$ cat src/rtl/latch_wr_sched.sv
// latch_wr_sched: round-robin write scheduler for a shared transparent latch with readback checking.
// Define LATSCHED_CHECK_EN to enable the lat_q readback compare and err/err_cnt reporting.
module latch_wr_sched #(
  parameter int NREQ     = 3,
  parameter int W        = 8,
  parameter int OPEN_CYC = 2,
  parameter int HOLD_CYC = 1,
  parameter int CW       = 4
) (
  input  logic              clk,
  input  logic              rst_n,
  input  logic [NREQ-1:0]   req_i,
  input  logic [NREQ*W-1:0] wdata_i,
  output logic [NREQ-1:0]   gnt_o,
  output logic [NREQ-1:0]   done_o,
  output logic              lat_en_o,
  output logic [W-1:0]      lat_d_o,
  input  logic [W-1:0]      lat_q_i,
  output logic              busy_o,
  output logic              err_o,
  output logic [CW-1:0]     err_cnt_o,
  input  logic              err_clr_i
);
  localparam int PW  = NREQ > 1 ? $clog2(NREQ) : 1;
  localparam int MC  = OPEN_CYC > HOLD_CYC ? OPEN_CYC : HOLD_CYC;
  localparam int CNW = $clog2(MC + 1);

  typedef enum logic [2:0] {IDLE, GRANT, OPEN, CLOSE, CHECK} state_t;

  state_t          state_q, state_d;
  logic [PW-1:0]   ptr_q, ptr_d, sel_q, sel_d, win;
  logic [CNW-1:0]  cnt_q, cnt_d;
  logic [W-1:0]    lat_d_q, lat_d_d;
  logic [NREQ-1:0] gnt_q, gnt_d, done_q, done_d;
  logic            lat_en_q, busy_q;

  // Descending scan so the lowest offset from ptr overwrites the rest.
  always_comb begin
    win = '0;
    for (int i = NREQ - 1; i >= 0; i--)
      if (req_i[(int'(ptr_q) + i) % NREQ]) win = PW'((int'(ptr_q) + i) % NREQ);
  end

  always_comb begin
    state_d = state_q;
    sel_d   = sel_q;
    ptr_d   = ptr_q;
    cnt_d   = cnt_q;
    lat_d_d = lat_d_q;
    case (state_q)
      IDLE:
        if (|req_i) begin
          state_d = GRANT;
          sel_d   = win;
          lat_d_d = wdata_i[int'(win)*W +: W];
        end
      GRANT: begin
        state_d = OPEN;
        cnt_d   = CNW'(OPEN_CYC - 1);
      end
      OPEN:
        if (cnt_q == '0) begin
          state_d = CLOSE;
          cnt_d   = CNW'(HOLD_CYC - 1);
        end else cnt_d = cnt_q - CNW'(1);
      CLOSE:
        if (cnt_q == '0) state_d = CHECK;
        else cnt_d = cnt_q - CNW'(1);
      CHECK: begin
        state_d = IDLE;
        ptr_d   = (sel_q == PW'(NREQ - 1)) ? '0 : sel_q + PW'(1);
      end
      default: state_d = IDLE;
    endcase
  end

  // gnt/lat_en/busy track the state being entered; done reports the CHECK just left.
  assign gnt_d  = (state_d == GRANT) ? NREQ'(1) << sel_d : '0;
  assign done_d = (state_q == CHECK) ? NREQ'(1) << sel_q : '0;

  always_ff @(posedge clk or negedge rst_n)
    if (!rst_n) begin
      state_q  <= IDLE;
      ptr_q    <= '0;
      sel_q    <= '0;
      cnt_q    <= '0;
      lat_d_q  <= '0;
      gnt_q    <= '0;
      done_q   <= '0;
      lat_en_q <= 1'b0;
      busy_q   <= 1'b0;
    end else begin
      state_q  <= state_d;
      ptr_q    <= ptr_d;
      sel_q    <= sel_d;
      cnt_q    <= cnt_d;
      lat_d_q  <= lat_d_d;
      gnt_q    <= gnt_d;
      done_q   <= done_d;
      lat_en_q <= state_d == OPEN;
      busy_q   <= state_d != IDLE;
    end

`ifdef LATSCHED_CHECK_EN
  logic          err_q, err_d, mism;
  logic [CW-1:0] err_cnt_q, err_cnt_d;

  // A mismatch in the same cycle as err_clr restarts the count at one.
  assign mism      = (state_q == CHECK) && (lat_q_i != lat_d_q);
  assign err_d     = mism | (err_q & ~err_clr_i);
  assign err_cnt_d = mism ? (err_clr_i ? CW'(1) : (&err_cnt_q ? err_cnt_q : err_cnt_q + CW'(1)))
                          : (err_clr_i ? '0 : err_cnt_q);

  always_ff @(posedge clk or negedge rst_n)
    if (!rst_n) begin
      err_q     <= 1'b0;
      err_cnt_q <= '0;
    end else begin
      err_q     <= err_d;
      err_cnt_q <= err_cnt_d;
    end

  assign err_o     = err_q;
  assign err_cnt_o = err_cnt_q;
`else
  logic unused_chk;
  assign unused_chk = ^{lat_q_i, err_clr_i};
  assign err_o      = 1'b0;
  assign err_cnt_o  = '0;
`endif

  assign gnt_o    = gnt_q;
  assign done_o   = done_q;
  assign lat_en_o = lat_en_q;
  assign lat_d_o  = lat_d_q;
  assign busy_o   = busy_q;
endmodule

$ cat config.mk
export PLATFORM = sky130hd
export DESIGN_NAME = latch_wr_sched
export DESIGN_NICKNAME = d
export VERILOG_FILES = /design/src/rtl/latch_wr_sched.sv
export SDC_FILE = /design/constraint.sdc
export NUM_CORES = 1
export LEC_CHECK = 0
export ABC_AREA = 0
export BUFFER_PORTS_ARGS = -buffer_cell sky130_fd_sc_hd__buf_4
export CAP_MARGIN = 20
export CORE_ASPECT_RATIO = 2
export CORE_MARGIN = 8
export CORE_UTILIZATION = 43
export CTS_CLUSTER_SIZE = 8
export DETAILED_ROUTE_END_ITERATION = 7
export PLACE_DENSITY_LB_ADDON = 0.12
export SYNTH_ARGS = -nofsm -noshare
export SYNTH_HDL_FRONTEND = slang
export SYNTH_SLANG_ARGS = --single-unit
export TNS_END_PERCENT = 10
$ cat constraint.sdc
create_clock -name clk -period 2 [get_ports clk]
set_input_delay 0.3 -clock clk [delete_from_list [all_inputs] [get_ports clk]]
set_output_delay 0.3 -clock clk [all_outputs]
set_load 0.02 [all_outputs]
After elaboration in Yosys (flattened, before gate mapping)
Index checks and enable logic that the tools add are counted.
{"block": "op_classes", "n_mul": 0, "bitwise_logic": 0, "n_mux": 24, "reduce_logical": 7, "order_cmp": 3, "div_mod_pow": 3, "eq_ne": 8, "n_addsub": 4, "shifts": 3}
{"cell": "$lt A32 B4 Y1 const B", "n": 3}
{"cell": "$mod A32 B3 Y32 const B", "n": 2}
{"cell": "$mod A3 B3 Y32 const B", "n": 1}
{"cell": "$shiftx A24 B6 Y8", "n": 1}
{"cell": "$mux W2", "n": 8}
{"cell": "$mux W3", "n": 5}
{"cell": "$pmux W3 S4", "n": 1}
{"cell": "$eq A3 B2 Y1 const B", "n": 3}
{"cell": "$bmux W1 S2", "n": 3}
{"cell": "$eq A3 B1 Y1 const B", "n": 2}
{"cell": "$mux W1", "n": 6}
{"cell": "$pmux W2 S3", "n": 1}
{"cell": "$reduce_bool A3 Y1", "n": 2}
{"cell": "$shl A1 B2 Y3 const A", "n": 2}
{"cell": "$reduce_and A2 Y1", "n": 2}
{"cell": "$add A2 B1 Y3 const B", "n": 1}
{"cell": "$add A2 B2 Y3 const B", "n": 1}
{"cell": "$eq A3 B3 Y1 const B", "n": 1}
{"cell": "$logic_not A3 Y1", "n": 1}
{"cell": "$reduce_or A3 Y1", "n": 1}
{"cell": "$add A2 B1 Y2 const B", "n": 1}
{"cell": "$eq A2 B2 Y1 const B", "n": 1}
{"cell": "$logic_not A2 Y1", "n": 1}
{"cell": "$ne A2 B2 Y1 const B", "n": 1}
{"cell": "$sub A2 B1 Y2 const B", "n": 1}
{"block": "word_totals", "memories": 0, "rom_bits": 0, "regBits": 25, "latch_bits": 0, "inputBits": 38, "ram_bits": 0, "word_cells": 61}

Depth between registers and ports, before layout
{"block": "logic_depth", "word_depth": 12, "ltp_mapped": 9}

Least setup slack after synthesis
Ideal clock, no wire load.
{"block": "synth_timing", "path_kind": "reg-to-reg", "start": "register ptr_q[0]", "end": "register gnt_q[0], in the netlist gnt_o[0]", "path_stages_with_launch": 9, "slack_ns": 0.096, "n_path_buf": 1, "arrival_ns": 1.785, "required_ns": 1.881, "setup_time_ns": 0.119, "path_cell_list": "dfrtp_1 > inv_1 > ha_1 > nand2b_1 > o21ai_1 > a41oi_4 > buf_6 > or2_4 > and2_1"}
{"block": "synth_via", "elab_chain_cells": 12}
{"item": "start: declaration", "line_no": "31", "source": "logic [PW-1:0] ptr_q, ptr_d, sel_q, sel_d, win;"}
{"item": "start signal: assignment", "line_no": "94", "source": "ptr_q <= ptr_d;"}
{"item": "$add A2 B2 Y3", "line_no": "41", "source": "if (req_i[(int'(ptr_q) + i) % NREQ]) win = PW'((int'(ptr_q) + i) % NREQ);"}
{"item": "$mod A32 B3 Y32", "line_no": "41"}
{"item": "$bmux W1 S2", "line_no": "41"}
{"item": "$mux W1 (implied by the code) (2 in series)", "line_no": "41"}
{"item": "$mux W2 (2 in series)", "line_no": "41"}
{"item": "$mux W2 *", "line_no": "41"}
{"item": "$mux W2 *", "line_no": "52", "source": "if (|req_i) begin"}
{"item": "$mux W2 *", "line_no": "50", "source": "case (state_q)"}
{"item": "$shl A1 B2 Y3 *", "line_no": "78", "source": "assign gnt_d = (state_d == GRANT) ? NREQ'(1) << sel_d : '0;"}
{"item": "$mux W3 *", "line_no": "78"}
{"item": "via gnt_d[0]", "line_no": "34", "source": "logic [NREQ-1:0] gnt_q, gnt_d, done_q, done_d;"}
{"item": "end signal: assignment", "line_no": "98", "source": "gnt_q <= gnt_d;"}
{"item": "end: declaration", "line_no": "34"}
Mark *: on every way through the listed nets, which the timed path passes. The rest lies on a longest branch. The select of a mux whose other input is x is not followed.
A chain may end at the register's enable or synchronous reset.

Worst setup path after layout
{"block": "layout_timing", "start": "register ptr_q[0]", "end": "register lat_d_q[6], in the netlist lat_d_o[6]"}
{"block": "layout_via", "elab_chain_cells": 9}
{"item": "$add A2 B2 Y3", "line_no": "41"}
{"item": "$mod A32 B3 Y32", "line_no": "41"}
{"item": "$bmux W1 S2", "line_no": "41"}
{"item": "$mux W1 (implied by the code) (2 in series)", "line_no": "41"}
{"item": "$mux W2 (2 in series)", "line_no": "41"}
{"item": "$mux W2 *", "line_no": "41"}
{"item": "$shiftx A24 B6 Y8 *", "line_no": "55", "source": "lat_d_d = wdata_i[int'(win)*W +: W];"}
{"item": "end signal: assignment", "line_no": "97", "source": "lat_d_q <= lat_d_d;"}
{"item": "end: declaration", "line_no": "33", "source": "logic [W-1:0] lat_d_q, lat_d_d;"}
Mark *: on every way between the ends. The rest lies on a longest branch, timed or not. The select of a mux whose other input is x is not followed.

==> out/metrics.yaml <==
critical_path.top_delay_family: "simple AND/OR/NAND/NOR gates"
die_area_um2: 5760
nNetsFinal: 252
drive_gt1_share_pct: 41.5
skew_ns: 0.00392
regArea_um2: 627
critPathArrivalTime_ns: 2.14
worstSkewPairLatency_ns: 0.27
viasPerCell: 5.57
drt_iter0_markers: 16
ys_seq_elements: 25
synth_area_per_cell_um2: 10.0
worstPathMaxFanout: 8
synth-async-reset-ratio_pct: 100
setup_tns_ns: 0
slowest_delay_ns: 0.41
clk_pin_slew_ns: 0.09
ioPinCount: 59
post_dp_cell_area_um2: 1880
area_growth_pct: 40.3
ys_warn_count: 0
slew_viol_final: 0
hp-class: "in2reg"
worst_slack_ns: 0.0681
cpMaxStageDelayCell: "dfrtp_1"
setup_violations: 0
nFillCells: 282
wl_per_cell_um: 18.3
cts_tree: "done"
holdWs_ns: 0.270
grtUsageTotal_pct: 14.3
max_cap_viol_count: 0
cp.required_ns: 2.21
fp-row-count: 30
ys.flop_type: "dfrtp_1"
antenna_found_initial: 0
p_leak_nw: 0.992
gp_routability_congestion: 0.763
cts_made_buffers: 3
place_inst: 225
pwr_density_cell_nw_per_um2: 1560
cts_buffer_depth: 2
final_area_um2: 2110
diodes: 0
crit_chain: "buf_4 > ha_4 > mux2i_1 > o221a_4 > nor3_4 > clkbuf_16 > nand4bb_1 > nand3_1"
cp_num_buf_inv: 2
criticalPathCategory: "reg2reg"
place_hpwl_um: 3240
netlist.area_leader.share_pct: 41.6
die_w_um: 57.8
tightest_slew_ns: 0.747
initial_core_util_pct: 44.6
rrSetupSlack_ns: 0.07
rr_startpoint: "ptr_q[0]$_DFFE_PN0P_"
post-route-period-util_pct: 96.6
die_h_um: 99.7
drt_drc_violations_left: 0
synthTopCellsByArea: "dfrtp_1 42%, nand4bb_1 6.0%, ha_1 5.0%"
dpl_worst_slack_ns: -0.0135
synth_top_cell_by_area: "dfrtp_1"
post-route-min-period_ns: 1.93
multi_input_area_um2: 863
dr.pass1.iters: 4
seq_area_frac_synth_pct: 41.6
cp-end-kind: "register"
cp.depth: 8
ys_types: 41
fmax_mhz: 518
grt_overflow_total: 0
peakVddDrop_mv: 0.879
slew_headroom_pct: 50.1
cts_htree_levels: 1
synth_edf_count: 0
r2r_end: "lat_d_o[6]$_DFFE_PN0P_"
grt_pass1_vias: 1318
grt_max_degree: 26
io_buffers: 44
wirelength_um: 4370
timing.critical_path.from: "ptr_q[0]$_DFFE_PN0P_"
endpoint: "lat_d_o[6]$_DFFE_PN0P_"
synth_cells: 150
coreArea_um2: 3380
status: "finished clean"
vias: 1332
syn-cell-area_um2: 1510
cp-start-kind: "register"
ant_nets: 0
grt_pass1_wl_um: 6580
cts_sinks: 25
rr_worst_depth: 8
cts-root-buf: "clkbuf_8"
finalHoldViolCount: 0
instances_no_fill: 239
## synthesized netlist by cell type, types with 2 or more instances
cell type	count
nor3_1	4
nand3_1	8
a2bb2oi_1	8
inv_1	4
o21ai_0	2
nand4bb_1	8
nand2b_1	3
a21oi_1	2
nor2_1	13
buf_2	3
buf_4	5
mux2i_1	2
clkbuf_1	2
o211ai_1	8
dfrtp_1	25
a21o_1	2
nor3b_1	2
nand2_1	15
nor2b_1	4
buf_6	3
ha_1	6
o21ai_1	2
## kinds of logic (layout without fill, tap and decap cells)
logic type	after synthesis	in the layout	synth area share [%]
fa+ha+maj	6	6	4.99
xor+xnor	1	1	0.582
compound gates	34	34	18.6
simple gates	63	63	24.7
flops	25	25	41.6
other cells	1	5	0.249
buf+inv	17	70	7.23
mux	3	3	2.08
## registers in the layout, indices dropped and copies added (netlist names)
name      cells
busy_o        1
cnt_q         2
done_o        3
gnt_o         3
lat_d_o       8
lat_en_o      1
ptr_q         2
sel_q         2
state_q       3
## cells in the final DEF, fill, tap and decap left out, types with 2 or more instances in the layout
master,n
buf_4,52
dfrtp_1,24
nand2_1,15
nor2_1,13
o211ai_1,8
nand4bb_1,8
a2bb2oi_1,8
nand3_1,8
conb_1,5
nor3_1,4
ha_1,4
buf_6,4
o21ai_2,3
clkbuf_8,3
inv_1,2
inv_2,2
nand2b_1,2
o21ai_0,2
nand2b_4,2
nor2b_1,2
nor3b_1,2
mux2i_1,2
a21oi_1,2
a21o_1,2
ha_4,2
buf_2,2
buf_12,2
## layout make-up
class	instances	area share (%)
timing repair buffer	62	24.6
tap	32	1.90
multi-input combinational	112	40.9
clock inverter	1	0.237
clock buffer	3	1.95
sequential	25	29.7
inverter	4	0.711
## metal layers
| layer | vias up | track usage, % | wire length (um) |
|---|---|---|---|
| met5 | - | 0 | 0 |
| met4 | 0 | 3.99 | 56 |
| met3 | 7 | 3.10 | 205 |
| met2 | 36 | 27.4 | 2570 |
| met1 | 644 | 14.6 | 1540 |
| li1 | 645 | - | - |
## through the flow
step / power [mW] / util, %
2_1_floorplan: 2.07 / -
3_3_place_gp: 2.56 / 55.7
3_5_place_dp: 2.63 / 55.7
4_1_cts: 2.96 / 57.7
5_1_grt: 3.54 / 62.5
6_report: 3.29 / 62.5
## worst min-delay path by stage
stage               cells past startpoint  startpoint  slack (ns)                     end
floorplan                               0       rst_n       0.004        busy_o$_DFF_PN0_
global route                            3  wdata_i[2]        0.28  lat_d_o[2]$_DFFE_PN0P_
CTS                                     3  wdata_i[6]        0.27  lat_d_o[6]$_DFFE_PN0P_
detailed placement                      1       rst_n        0.23  lat_d_o[6]$_DFFE_PN0P_
finish                                  3  wdata_i[6]        0.27  lat_d_o[6]$_DFFE_PN0P_
global placement                        1       rst_n        0.23  lat_d_o[6]$_DFFE_PN0P_
## repair_timing
| item | CTS | global route |
|---|---|---|
| setup buffers | 1 | 5 |
| pin swaps | 1 | 12 |
| hold buffers | 1 | 0 |
| endpoints found under the setup margin | 5 | 9 |
| endpoints found under the hold margin | 25 | 0 |
| resized for setup | 1 | 19 |
| cloned | 0 | 3 |
## worst reg2reg max path, delay by kind of cell (launching register included)
kind | cells | cell delay, ns
buf+inv | 2 | 0.37
mux | 1 | 0.15
simple gates | 3 | 0.49
fa+ha+maj | 1 | 0.19
flops | 1 | 0.41
compound gates | 1 | 0.28
## report_power, final
part | switching (mW) | internal, mW | leakage (nW)
registers | 0.154 | 0.706 | 0.314
clock network | 0.154 | 0.139 | 0.0255
logic | 1.05 | 1.09 | 0.653
total | 1.36 | 1.94 | 0.992
Power figures use the tool's default switching activity.
